`src/rtl/clk_div_pkg.sv`:
```
// ---------------------------------------------------------------------------
// clk_div_pkg
// Shared types for the multi-channel clock/strobe generator.
//   mode_e  : output mode of a channel (toggle, pulse, duty, reserved)
//   cfg_t   : one channel configuration {mode, div, high} at the default
//             counter width, handy for models and software-side helpers
//   chSelWidth : width of a channel-select field for a given channel count
// ---------------------------------------------------------------------------
package clk_div_pkg;

   localparam int PKG_CNT_W = 16;

   typedef enum logic [1:0] {
      MODE_TOGGLE = 2'd0,
      MODE_PULSE  = 2'd1,
      MODE_DUTY   = 2'd2,
      MODE_RSVD   = 2'd3
   } mode_e;

   typedef struct packed {
      mode_e                mode;
      logic [PKG_CNT_W-1:0] div;
      logic [PKG_CNT_W-1:0] high;
   } cfg_t;

   // A single channel still needs a one-bit select so the port never
   // collapses to zero width.
   function automatic int chSelWidth(input int n);
      return (n > 1) ? $clog2(n) : 1;
   endfunction

endpackage

```
`src/rtl/clk_div_multi_chan.sv`:
```
// ---------------------------------------------------------------------------
// clk_div_chan
// One channel of the clock/strobe generator: period counter, shadow and
// active configuration, apply-at-boundary logic and the output mode mux.
// Ports:
//   i_clk         : clock, all logic on its rising edge
//   i_reset       : synchronous active-high reset
//   i_en          : channel enable (level)
//   i_cfgWe       : configuration write aimed at this channel
//   i_cfgMode     : mode for the write
//   i_cfgDiv      : period divisor for the write
//   i_cfgHigh     : high time for the write (duty mode)
//   o_clkOut      : registered divided output
//   o_tick        : registered one-cycle strobe at each period wrap
//   o_cfgPending  : a shadow configuration is waiting to be applied
// ---------------------------------------------------------------------------
module clk_div_chan
   import clk_div_pkg::*;
#(
   parameter int CNT_W   = 16,
   parameter int DEF_DIV = 2
) (
   input  logic             i_clk,
   input  logic             i_reset,
   input  logic             i_en,
   input  logic             i_cfgWe,
   input  logic [1:0]       i_cfgMode,
   input  logic [CNT_W-1:0] i_cfgDiv,
   input  logic [CNT_W-1:0] i_cfgHigh,
   output logic             o_clkOut,
   output logic             o_tick,
   output logic             o_cfgPending
);

   localparam logic [CNT_W-1:0] DEF_DIV_V  = CNT_W'(DEF_DIV);
   localparam logic [CNT_W-1:0] DEF_HIGH_V = CNT_W'(DEF_DIV >> 1);

   logic [CNT_W-1:0] r_cnt;
   logic             r_phase;
   logic             r_out;
   logic             r_tick;
   logic             r_pending;
   mode_e            r_modeA;
   logic [CNT_W-1:0] r_divA;
   logic [CNT_W-1:0] r_highA;
   mode_e            r_modeS;
   logic [CNT_W-1:0] r_divS;
   logic [CNT_W-1:0] r_highS;

   logic [CNT_W-1:0] w_divEff;
   logic [CNT_W-1:0] w_lastCnt;
   logic             w_wrap;
   logic             w_apply;
   logic             w_modeChange;
   logic             w_duty;

   // A divisor of zero is treated as one, which also guarantees the
   // subtraction below can never wrap around. Using >= rather than == keeps
   // the counter bounded even if it ever sits beyond the last count.
   always_comb begin
      w_divEff     = (r_divA == '0) ? CNT_W'(1) : r_divA;
      w_lastCnt    = w_divEff - CNT_W'(1);
      w_wrap       = (r_cnt >= w_lastCnt);
      w_apply      = r_pending & (~i_en | w_wrap);
      w_modeChange = w_apply & (r_modeS != r_modeA);
      w_duty       = (r_cnt < r_highA);
   end

   // Counter and registered outputs. The outputs for an edge are always
   // derived from the active configuration in force before that edge, so a
   // configuration applied on a wrap only governs the following period.
   always_ff @(posedge i_clk) begin
      if (i_reset) begin
         r_cnt   <= '0;
         r_phase <= 1'b0;
         r_out   <= 1'b0;
         r_tick  <= 1'b0;
      end else if (!i_en) begin
         r_cnt   <= '0;
         r_phase <= 1'b0;
         r_out   <= 1'b0;
         r_tick  <= 1'b0;
      end else begin
         r_cnt  <= w_wrap ? '0 : r_cnt + CNT_W'(1);
         r_tick <= w_wrap;
         case (r_modeA)
            MODE_TOGGLE: begin
               r_phase <= r_phase ^ w_wrap;
               r_out   <= r_phase ^ w_wrap;
            end
            MODE_PULSE: r_out <= w_wrap;
            MODE_DUTY:  r_out <= w_duty;
            default:    r_out <= 1'b0;
         endcase
         if (w_modeChange) begin
            r_phase <= 1'b0;
         end
      end
   end

   // Double-buffered configuration. A write arriving on the same edge as an
   // apply lands in the shadow after the old shadow has been copied across,
   // so it stays pending for the next boundary.
   always_ff @(posedge i_clk) begin
      if (i_reset) begin
         r_modeA   <= MODE_TOGGLE;
         r_divA    <= DEF_DIV_V;
         r_highA   <= DEF_HIGH_V;
         r_modeS   <= MODE_TOGGLE;
         r_divS    <= DEF_DIV_V;
         r_highS   <= DEF_HIGH_V;
         r_pending <= 1'b0;
      end else begin
         if (w_apply) begin
            r_modeA   <= r_modeS;
            r_divA    <= r_divS;
            r_highA   <= r_highS;
            r_pending <= 1'b0;
         end
         if (i_cfgWe) begin
            r_modeS   <= mode_e'(i_cfgMode);
            r_divS    <= i_cfgDiv;
            r_highS   <= i_cfgHigh;
            r_pending <= 1'b1;
         end
      end
   end

   assign o_clkOut     = r_out;
   assign o_tick       = r_tick;
   assign o_cfgPending = r_pending;

endmodule

```
`src/rtl/clk_div_multi.sv`:
```
// ---------------------------------------------------------------------------
// clk_div_multi
// Multi-channel programmable clock/strobe generator. Decodes the shared
// configuration write bus onto the channels and instantiates one
// clk_div_chan per channel.
// Ports:
//   clk_in       : single clock, all logic on its rising edge
//   reset        : synchronous active-high reset
//   ch_en        : per-channel enable (level)
//   cfg_we       : one-cycle configuration write strobe
//   cfg_ch       : target channel of the write (out-of-range writes dropped)
//   cfg_mode     : 0 toggle, 1 pulse, 2 duty, 3 reserved
//   cfg_div      : period divisor
//   cfg_high     : high time in cycles (duty mode)
//   clk_out      : per-channel divided outputs
//   tick         : per-channel period-wrap strobes
//   cfg_pending  : per-channel shadow-not-yet-applied flags
// ---------------------------------------------------------------------------
module clk_div_multi
   import clk_div_pkg::*;
#(
   parameter  int NCH     = 2,
   parameter  int CNT_W   = 16,
   parameter  int DEF_DIV = 2,
   localparam int CH_W    = chSelWidth(NCH)
) (
   input  logic             clk_in,
   input  logic             reset,
   input  logic [NCH-1:0]   ch_en,
   input  logic             cfg_we,
   input  logic [CH_W-1:0]  cfg_ch,
   input  logic [1:0]       cfg_mode,
   input  logic [CNT_W-1:0] cfg_div,
   input  logic [CNT_W-1:0] cfg_high,
   output logic [NCH-1:0]   clk_out,
   output logic [NCH-1:0]   tick,
   output logic [NCH-1:0]   cfg_pending
);

   logic           w_chValid;
   logic [NCH-1:0] w_chWe;

   // The select field can encode more values than there are channels when
   // NCH is not a power of two; such writes are dropped here.
   assign w_chValid = ({{(32-CH_W){1'b0}}, cfg_ch} < 32'(NCH));

   for (genvar gi = 0; gi < NCH; gi++) begin : g_chan
      assign w_chWe[gi] = cfg_we & w_chValid & (cfg_ch == CH_W'(gi));

      clk_div_chan #(
         .CNT_W   (CNT_W),
         .DEF_DIV (DEF_DIV)
      ) u_chan (
         .i_clk        (clk_in),
         .i_reset      (reset),
         .i_en         (ch_en[gi]),
         .i_cfgWe      (w_chWe[gi]),
         .i_cfgMode    (cfg_mode),
         .i_cfgDiv     (cfg_div),
         .i_cfgHigh    (cfg_high),
         .o_clkOut     (clk_out[gi]),
         .o_tick       (tick[gi]),
         .o_cfgPending (cfg_pending[gi])
      );
   end

endmodule

```
`config.mk`:
```
export PLATFORM = sky130hd
export DESIGN_NAME = clk_div_multi
export DESIGN_NICKNAME = d
export VERILOG_FILES = /design/src/rtl/clk_div_pkg.sv /design/src/rtl/clk_div_multi_chan.sv /design/src/rtl/clk_div_multi.sv
export SDC_FILE = /design/constraint.sdc
export NUM_CORES = 1
export LEC_CHECK = 0
export CAP_MARGIN = 40
export CORE_UTILIZATION = 35
export CTS_CLUSTER_SIZE = 14
export DETAILED_ROUTE_END_ITERATION = 8
export HOLD_SLACK_MARGIN = 0.15
export PLACE_DENSITY = 0.48
export REMOVE_ABC_BUFFERS = 1
export SKIP_CTS_REPAIR_TIMING = 1
export SYNTH_ARGS = -nofsm -noshare
export SYNTH_HDL_FRONTEND = slang
export SYNTH_SLANG_ARGS = --single-unit
export TNS_END_PERCENT = 100
```
`constraint.sdc`:
```
create_clock -name clk_in -period 4.3 [get_ports clk_in]
set_input_delay 0.645 -clock clk_in [delete_from_list [all_inputs] [get_ports clk_in]]
set_output_delay 0.645 -clock clk_in [all_outputs]
set_load 0.01 [all_outputs]
```
Word-level counts from Yosys, hierarchy flattened
Index checks and enable logic that the tools add are counted.
{ "word_totals": {"input_bits": 40, "wordCells": 69, "out_inout_bits": 6, "register_bits": 176} }
{ "classes": {"n_eq_ne": 6, "n_reduce_logical": 12, "n_lt_le_gt_ge": 4, "n_mux": 8, "add_sub_neg": 4, "n_bitwise": 13} }
{ "ops": {"columns": ["op", "count"], "rows": [
  ["$add A16 B1 Y16 const B", 2],
  ["$ge A16 B16 Y1", 2],
  ["$logic_not A16 Y1", 2],
  ["$lt A16 B16 Y1", 2],
  ["$mux W16", 2],
  ["$sub A16 B1 Y16 const B", 2],
  ["$reduce_or A3 Y1", 4],
  ["$and A1 B1 Y1", 6],
  ["$pmux W1 S3", 2],
  ["$eq A2 B1 Y1 const B", 2],
  ["$eq A2 B2 Y1 const B", 2],
  ["$logic_not A2 Y1", 2],
  ["$mux W1", 4],
  ["$ne A2 B2 Y1", 2],
  ["$reduce_bool A2 Y1", 2],
  ["$reduce_or A2 Y1", 2],
  ["$not A1 Y1", 3],
  ["$or A1 B1 Y1", 2],
  ["$xor A1 B1 Y1", 2]
]} }

Depth between registers and ports, before layout
Gate-level depths: netlist (run 1).
{ "depth": {"ltp_word": 8, "depth_mapped": 20} }

Modules after synthesis
A second synthesis (run 1) with hierarchy kept.
{ "hier_totals": {"hier_cells": 904, "hier_area_um2": 8489.4} }
{ "by_module_without_submodules": {"columns": ["module", "seq_area_each_um2", "instances", "area_each_um2", "cells_each"], "rows": [
  ["clk_div_chan (g_chan[0].u_chan)", 1761.7, 1, 4249.1, 451],
  ["clk_div_chan (g_chan[1].u_chan)", 1761.7, 1, 4224.1, 451],
  ["clk_div_multi", 0.0, 1, 16.3, 2]
]} }

Worst setup path before layout (run 1)
OpenSTA, ideal clock, no wires.
{ "synth_timing": {"path_type": "register -> register", "from": "register g_chan[1].u_chan.r_divA[4]", "to": "register g_chan[1].u_chan.r_divA[10]", "path_stages_with_launch": 19, "path_slack_ps": 600, "period_less_slack_ps": 3700, "setup_ps": 128, "arrival_ps": 3572, "cell_sequence": "dfxtp_1 > or4_1 > nor3_1 > and2_1 > a31oi_1 > ha_1 > and2_1 > nand2_1 > nor3_1 > xnor2_1 > ha_1 > nand4_1 > nor4_1 > o21ai_1 > a41oi_1 > buf_4 > buf_6 > mux2i_1 > nor2_1"} }
{ "synth_via": {"elab_chain_cells": 6} }
{ "synth_lines": {"columns": ["element", "line_no", "text"], "rows": [
  ["from (decl)", "clk_div_multi_chan.sv:44", "logic [CNT_W-1:0] r_divA;"],
  ["from (signal assigned)", "clk_div_multi_chan.sv:116", "r_divA <= r_divS;"],
  ["$logic_not A16 Y1", "clk_div_multi_chan.sv:61", "w_divEff = (r_divA == '0) ? CNT_W'(1) : r_divA;"],
  ["$mux W16 (*)", "clk_div_multi_chan.sv:61", null],
  ["$sub A16 B1 Y16 (*)", "clk_div_multi_chan.sv:62", "w_lastCnt = w_divEff - CNT_W'(1);"],
  ["$ge A16 B16 Y1 (*)", "clk_div_multi_chan.sv:63", "w_wrap = (r_cnt >= w_lastCnt);"],
  ["$or A1 B1 Y1 (*)", "clk_div_multi_chan.sv:64", "w_apply = r_pending & (~i_en | w_wrap);"],
  ["$and A1 B1 Y1 (*)", "clk_div_multi_chan.sv:64", null]
]} }
Every way passes the cells marked *; elsewhere a longest branch is shown, timed or not.
A chain may end at the register's enable or synchronous reset.

Worst setup path after layout (run 1)
{ "layout_timing": {"from": "register g_chan[1].u_chan.r_divA[4]", "to": "register g_chan[1].u_chan.r_divA[1]"} }
Same word-level chain as after synthesis.

==> flow_summary_export.csv, run 1 <==
group,metric,value,unit
cts,cts_buffers,17,
cts,cts.sinks,176,
worst_setup_path,critPathCaptureType,"flip-flop",
die,dieArea,25710,sq um
yosys,synth-seq-area-share,40.15,%
yosys,yosys-top-cells-area,"dfxtp_1 40%, ha_1 9.4%, mux2i_1 7.6%",
worst_setup_path,arrival,4.33,ns
placement,place_congestion,0.7561,
detailed_routing,wirelength,20.36,mm
grt,gr-total-overflow,0,
cts,path_clk_slew,0.08,ns
die,die_y,160.3,um
placement,port_buffers,45,
cts,root_buffer,"clkbuf_16",
timing,finalSetupViolations,0,
worst_setup_path,critPathMaxFanout,11,
worst_setup_path,crit_path_start_kind,"flip-flop",
outcome,status,"complete, no violations",
yosys,yosysUniqueCellTypes,53,
pwr,power.density,356.2,nW/um^2
worst_setup_path,cp_common_cell,"ha_1",
final_layout,area_growth_syn_to_layout,17.95,%
detailed_routing,drtIter0Drc,304,
final_layout,layout_common_cells,"174 x dfxtp_1, 168 x nand2_1, 98 x nor2_1, 93 x a21oi_1, 74 x nand2b_1",
die,die_w,160.3,um
worst_setup_path,crit_slowest_cell,"or4_4",
yosys,synth.top_cell.area_share,40.15,%
timing,hold_viol_final,0,
worst_setup_path,reg2reg_from,"g_chan[1].u_chan.r_divA[4]",
timing,fmax,249.7,MHz
final_layout,layout.area.seq,3526,sq um
yosys,yosysWarnings,0,
worst_setup_path,critPathLaunch,"g_chan[1].u_chan.r_divA[4]",
timing,slew_viol_final,0,
die,core,24460,sq um
final_layout,fin_nets,1165,
timing,relSlewSlack,49.09,%
detailed_routing,vias,6623,
yosys,synth_edf_count,0,
cts,clockBufferDepth,2,
worst_setup_path,reg2reg_to,"g_chan[1].u_chan.r_divA[1]",
detailed_routing,routed_via_density,4.744,
detailed_routing,highest_layer,"met4",
final_layout,multi_input_area,4951,sq um
grt,track_usage,16.58,%
worst_setup_path,rr_worst_depth,18,
detailed_routing,dr_wl_met2,9.793,mm
timing,fin_crit,4.005,ns
grt,grt_pass1_wl,33.95,mm
final_layout,drive_gt1_share,7.836,%
yosys,async_reset_ff_share,0,%
detailed_routing,wl_met1,10.00,mm
die,rows,57,
final_layout,fillCellCount,2487,
timing,tightest_slew,0.7636,ns
yosys,synth_seq_cells,176,
timing,fin_crit_sh,93.14,%
pwr,ir_drop,0.2324,mV
die,initial_core_util,35.88,%
detailed_routing,postRouteAntennaNets,0,
detailed_routing,drc,0,
worst_setup_path,crit_chain,"or4_4 > nor3_4 > and2_4 > a31oi_1 > ha_1 > and2_2 > nand2_2 > nor3_1 > xnor2_1 > ha_1 > nand4_1 > nor2_1 > a221oi_2 > buf_4 > a41oi_4 > buf_12 > clkbuf_16 > a211o_1",
yosys,synth_area,8776,sq um
cts,clkLatencyLatePin,0.44,ns
grt,grt_antenna_before_repair,0,
yosys,syn_avg_cell_area,8.570,sq um
worst_setup_path,path_class,"reg2reg",
cts,cts_max_level,4,
worst_setup_path,worstPathRequired,4.63,ns
pwr,p_leak,3.847,nW
timing,finalClockSkew,0.01403,ns
worst_setup_path,endpoint,"g_chan[1].u_chan.r_divA[1]",
final_layout,finalCoreUtilization,42.32,%
final_layout,layout_commonest_cell,"dfxtp_1",
die,io_pins,46,
flow_run,cap_violations,0,
yosys,synth_top_area_cell,"dfxtp_1",
detailed_routing,dr_wl_met3,432,um
detailed_routing,wl_per_cell,14.58,um
worst_setup_path,regToRegSetupSlack,0.30,ns
worst_setup_path,slowest_delay,0.57,ns
grt,grt_max_degree,98,
grt,grt_pass1_vias,6444,
min_path,hold_path.class,"reg2reg",
yosys,yosys_most_used_dff,"dfxtp_1",
yosys,syn_inst,1024,
detailed_routing,first_pass_iters,4,
cts,cts_tree,"yes",
final_layout,diodes,0,
placement,hpwl,14.79,mm
pwr,p_total,3.687,mW
state kept, by name, summed over array words and instances (netlist names), 4 cells and up:
name                   flops
g_chan.u_chan.r_highA     32
g_chan.u_chan.r_cnt       32
g_chan.u_chan.r_divA      32
g_chan.u_chan.r_highS     32
g_chan.u_chan.r_divS      32
g_chan.u_chan.r_modeS      4
g_chan.u_chan.r_modeA      4
worst max-delay path, delay by kind of cell (launching register included):
kind,cells,cell delay [ns]
AO/OA/AOI/OAI,4,0.81
XOR/XNOR,1,0.14
buffers and inverters,3,0.50
flip-flops,1,0.36
AND/OR/NAND/NOR,8,1.55
adder cells (fa/ha/maj),2,0.53
report_power, final:
group | internal [mW] | total (mW) | switching (mW)
clock network | 0.782 | 1.55 | 0.766
logic | 0.198 | 0.426 | 0.228
registers | 1.68 | 1.71 | 0.0349
total | 2.66 | 3.69 | 1.03
how the worst min path moves through the flow:
stage / slack, ns / startpoint / cells after the start / to
6_report: 0.46 / g_chan[0].u_chan.r_highS[2] / 2 / g_chan[0].u_chan.r_highS[2]
5_1_grt: 0.47 / g_chan[0].u_chan.r_highS[2] / 2 / g_chan[0].u_chan.r_highS[2]
4_1_cts: 0.46 / g_chan[0].u_chan.r_highS[12] / 2 / g_chan[0].u_chan.r_highS[12]
3_5_place_dp: 0.45 / g_chan[0].u_chan.r_highS[12] / 2 / g_chan[0].u_chan.r_highS[12]
3_3_place_gp: 0.44 / g_chan[0].u_chan.r_divS[7] / 2 / g_chan[0].u_chan.r_divS[7]
2_1_floorplan: 0.43 / g_chan[1].u_chan.r_divS[0] / 2 / g_chan[1].u_chan.r_divS[0]
metrics by stage:
step	setup WS, ns	hold WS, ns	area (sq um)	TNS (ns)	cells
after floorplan	-1.918	0.4300	8499	-120.70	971
after global placement	0.1358	0.4437	9602	0	1360
after detailed placement	0.1168	0.4473	9602	0	1360
after CTS	0.06474	0.4569	10190	0	1392
after global routing	-0.006557	0.4718	10350	-0.01439	1396
final	0.2952	0.4556	10350	0	1396
cell usage after synthesis (3+ instances only):
master    instances
clkbuf_1         37
and3_1           10
a31oi_1           3
dfxtp_1         176
nor2_1           98
mux2i_1          67
buf_6             6
and2_1            3
inv_1            42
nand3_1          18
o21ai_0           7
o21a_1            4
nor3_1            8
nand3b_1          6
xnor2_1          29
a21oi_1          93
nand2_1         169
ha_1             66
nor4_1            8
nand4_1           9
nor2b_1           5
xor2_1           28
a21o_1            5
and4_1            3
nand2b_1         75
buf_4             8
a211oi_1          3
final cells by class:
cell class	count	area share (%)
sequential	176	34.06
tap	324	3.916
timing repair buffer	69	6.962
clock buffer	17	4.110
clock inverter	15	1.596
inverter	42	1.523
multi-input combinational	753	47.83
cell families (layout without fill, tap and decap cells):
kind of cell | after synthesis | count (layout) | share of synthesized area [%]
flip-flops | 176 | 176 | 40.15
AND/OR/NAND/NOR | 426 | 426 | 22.97
XOR/XNOR | 57 | 57 | 5.689
buffers and inverters | 95 | 143 | 4.947
multiplexers | 67 | 67 | 7.642
adder cells (fa/ha/maj) | 66 | 66 | 9.410
AO/OA/AOI/OAI | 137 | 137 | 9.196
layer usage:
metal / global-route usage [%] / up-vias
met3: 3.022 / 7
met5: 0 / -
met2: 27.55 / 55
met4: 3.983 / 0
li1: - / 3491
met1: 22.16 / 3070
Power figures use the tool's default switching activity.
==> run 2, diff against run 1 <==
--- a/config.mk
+++ b/config.mk
@@ -6,11 +6,11 @@
 export NUM_CORES = 1
 export LEC_CHECK = 0
 export CAP_MARGIN = 40
-export CORE_UTILIZATION = 35
+export CORE_UTILIZATION = 40
 export CTS_CLUSTER_SIZE = 14
 export DETAILED_ROUTE_END_ITERATION = 8
 export HOLD_SLACK_MARGIN = 0.15
-export PLACE_DENSITY = 0.48
+export PLACE_DENSITY = 0.54
 export REMOVE_ABC_BUFFERS = 1
 export SKIP_CTS_REPAIR_TIMING = 1
 export SYNTH_ARGS = -nofsm -noshare
==> run 2 against run 1 <==
Net effect:
- via count up 0.27%
- clock skew fell by 0.0060 ns
- final area fell by 0.89%
- power grew 3.9%
- hold slack barely moved
- register-to-register slack worse by 0.04 ns
- combinational power down 2%
==> flow_summary_export.csv, run 2 (synthesized netlist as in run 1, its figures left out) <==
group,metric,value,unit
pwr,ir_drop,0.2395,mV
cts,clkLatencyLatePin,0.43,ns
timing,fin_ws,0.2533,ns
grt,gr-total-overflow,0,
grt,grt_max_degree,82,
worst_setup_path,slowest_delay,0.59,ns
pwr,p_leak,3.806,nW
die,initial_core_util,41.23,%
worst_setup_path,crit_slowest_cell,"or4_1",
cts,cts.sinks,176,
worst_setup_path,critPathCaptureType,"flip-flop",
timing,fmax,247.1,MHz
timing,slew_viol_final,0,
final_layout,layout_commonest_cell,"dfxtp_1",
die,die_w,150.1,um
grt,grt_antenna_before_repair,0,
cts,cts_max_level,4,
detailed_routing,wirelength,19.98,mm
worst_setup_path,critPathMaxFanout,11,
grt,grt_pass1_wl,32.59,mm
timing,fin_crit_sh,94.11,%
cts,cts_tree,"yes",
cts,clockBufferDepth,2,
cts,cts_buffers,17,
die,core,21290,sq um
timing,finalSetupViolations,0,
die,dieArea,22540,sq um
detailed_routing,drtIter0Drc,356,
placement,port_buffers,45,
detailed_routing,first_pass_iters,5,
worst_setup_path,critical_path_buf_inv_count,2,
grt,grt_pass1_vias,6432,
final_layout,layout_common_cells,"176 x dfxtp_1, 169 x nand2_1, 98 x nor2_1, 93 x a21oi_1, 74 x nand2b_1",
placement,place_ws,0.1802,ns
worst_setup_path,worstPathRequired,4.62,ns
pwr,power.density,373.5,nW/um^2
final_layout,drive_gt1_share,6.403,%
timing,relSlewSlack,56.69,%
grt,track_usage,18.54,%
detailed_routing,vias,6641,
detailed_routing,routed_via_density,4.967,
final_layout,fin_nets,1157,
die,die_y,150.1,um
timing,fin_crit,4.047,ns
detailed_routing,postRouteAntennaNets,0,
final_layout,area_growth_syn_to_layout,16.89,%
timing,fin_tns_setup,0,ns
die,io_pins,46,
final_layout,diodes,0,
min_path,hold_path.class,"reg2reg",
timing,tightest_slew,0.6497,ns
cts,path_clk_slew,0.07,ns
worst_setup_path,cp_top_family,"simple AND/OR/NAND/NOR gates",
flow_run,cap_violations,0,
worst_setup_path,arrival,4.37,ns
outcome,status,"complete, no violations",
worst_setup_path,crit_path_start_kind,"flip-flop",
worst_setup_path,crit_chain,"or4_1 > nor3_2 > and2_1 > a31oi_1 > ha_1 > and2_1 > nand2_1 > nor2_1 > xnor2_1 > ha_1 > nand4_1 > nor4_2 > o21ai_2 > a41oi_4 > buf_4 > buf_12 > nor2_1 > a211o_1",
die,rows,53,
detailed_routing,wl_per_cell,14.94,um
placement,place_congestion,0.8258,
detailed_routing,drc,0,
placement,hpwl,14.26,mm
timing,finalClockSkew,0.008010,ns
cts,root_buffer,"clkbuf_16",
timing,hold_viol_final,0,
worst_setup_path,path_class,"reg2reg",
==> run 2: path summary, 6_finish.rpt <==
check                                            startpoint  cells past startpoint  slack [ns]                          end
worst max-delay path             g_chan[1].u_chan.r_divA[4]                     18        0.25   g_chan[1].u_chan.r_divA[1]
worst min-delay path            g_chan[1].u_chan.r_divS[12]                      2        0.46  g_chan[1].u_chan.r_divS[12]
worst max register to register   g_chan[1].u_chan.r_divA[4]                     18        0.25   g_chan[1].u_chan.r_divA[1]
worst min register to register  g_chan[1].u_chan.r_divS[12]                      2        0.46  g_chan[1].u_chan.r_divS[12]
==> run 2: through the flow <==
stage / area (sq um) / hold WS [ns] / std cells / utilization (%) / power (mW)
after floorplan: 8499 / 0.4300 / 971 / - / 1.986
after global placement: 9480 / 0.4433 / 1303 / 44.54 / 2.146
after detailed placement: 9508 / 0.4477 / 1304 / 44.67 / 2.152
after CTS: 10150 / 0.4573 / 1334 / 47.66 / 3.854
after global routing: 10260 / 0.4722 / 1337 / 48.19 / 3.992
final: 10260 / 0.4552 / 1337 / 48.19 / 3.831
==> run 2: worst min-delay path, delay by kind of cell, from the launching register on <==
family,cells,cell delay [ns]
flops,1,0.31
compound gates,1,0.05
simple gates,1,0.05
==> run 2: report_power, final <==
part / switching, mW / internal (mW)
sequential: 0.0353 / 1.68
combinational: 0.226 / 0.193
clock: 0.667 / 1.03
total: 0.929 / 2.90
==> run 2: cell type report <==
class / count / area [sq um]
fillers: 2045 / 11030
multi-input cells: 753 / 4927
flip-flops and latches: 176 / 3523
clock buffers: 17 / 425.4
repair buffers: 61 / 668.1
inverters: 42 / 157.7
clock inverters: 13 / 212.7
well taps: 275 / 344.1
==> run 2: per-layer routing <==
layer  global-route usage, %  vias up  part of all wire [%]
li1                        -     3483                     -
met1                   24.62     3076                    48
met2                   30.72       59                    48
met3                   3.424       23                   2.4
met4                   5.000        0                   1.3
met5                       0        -                     0
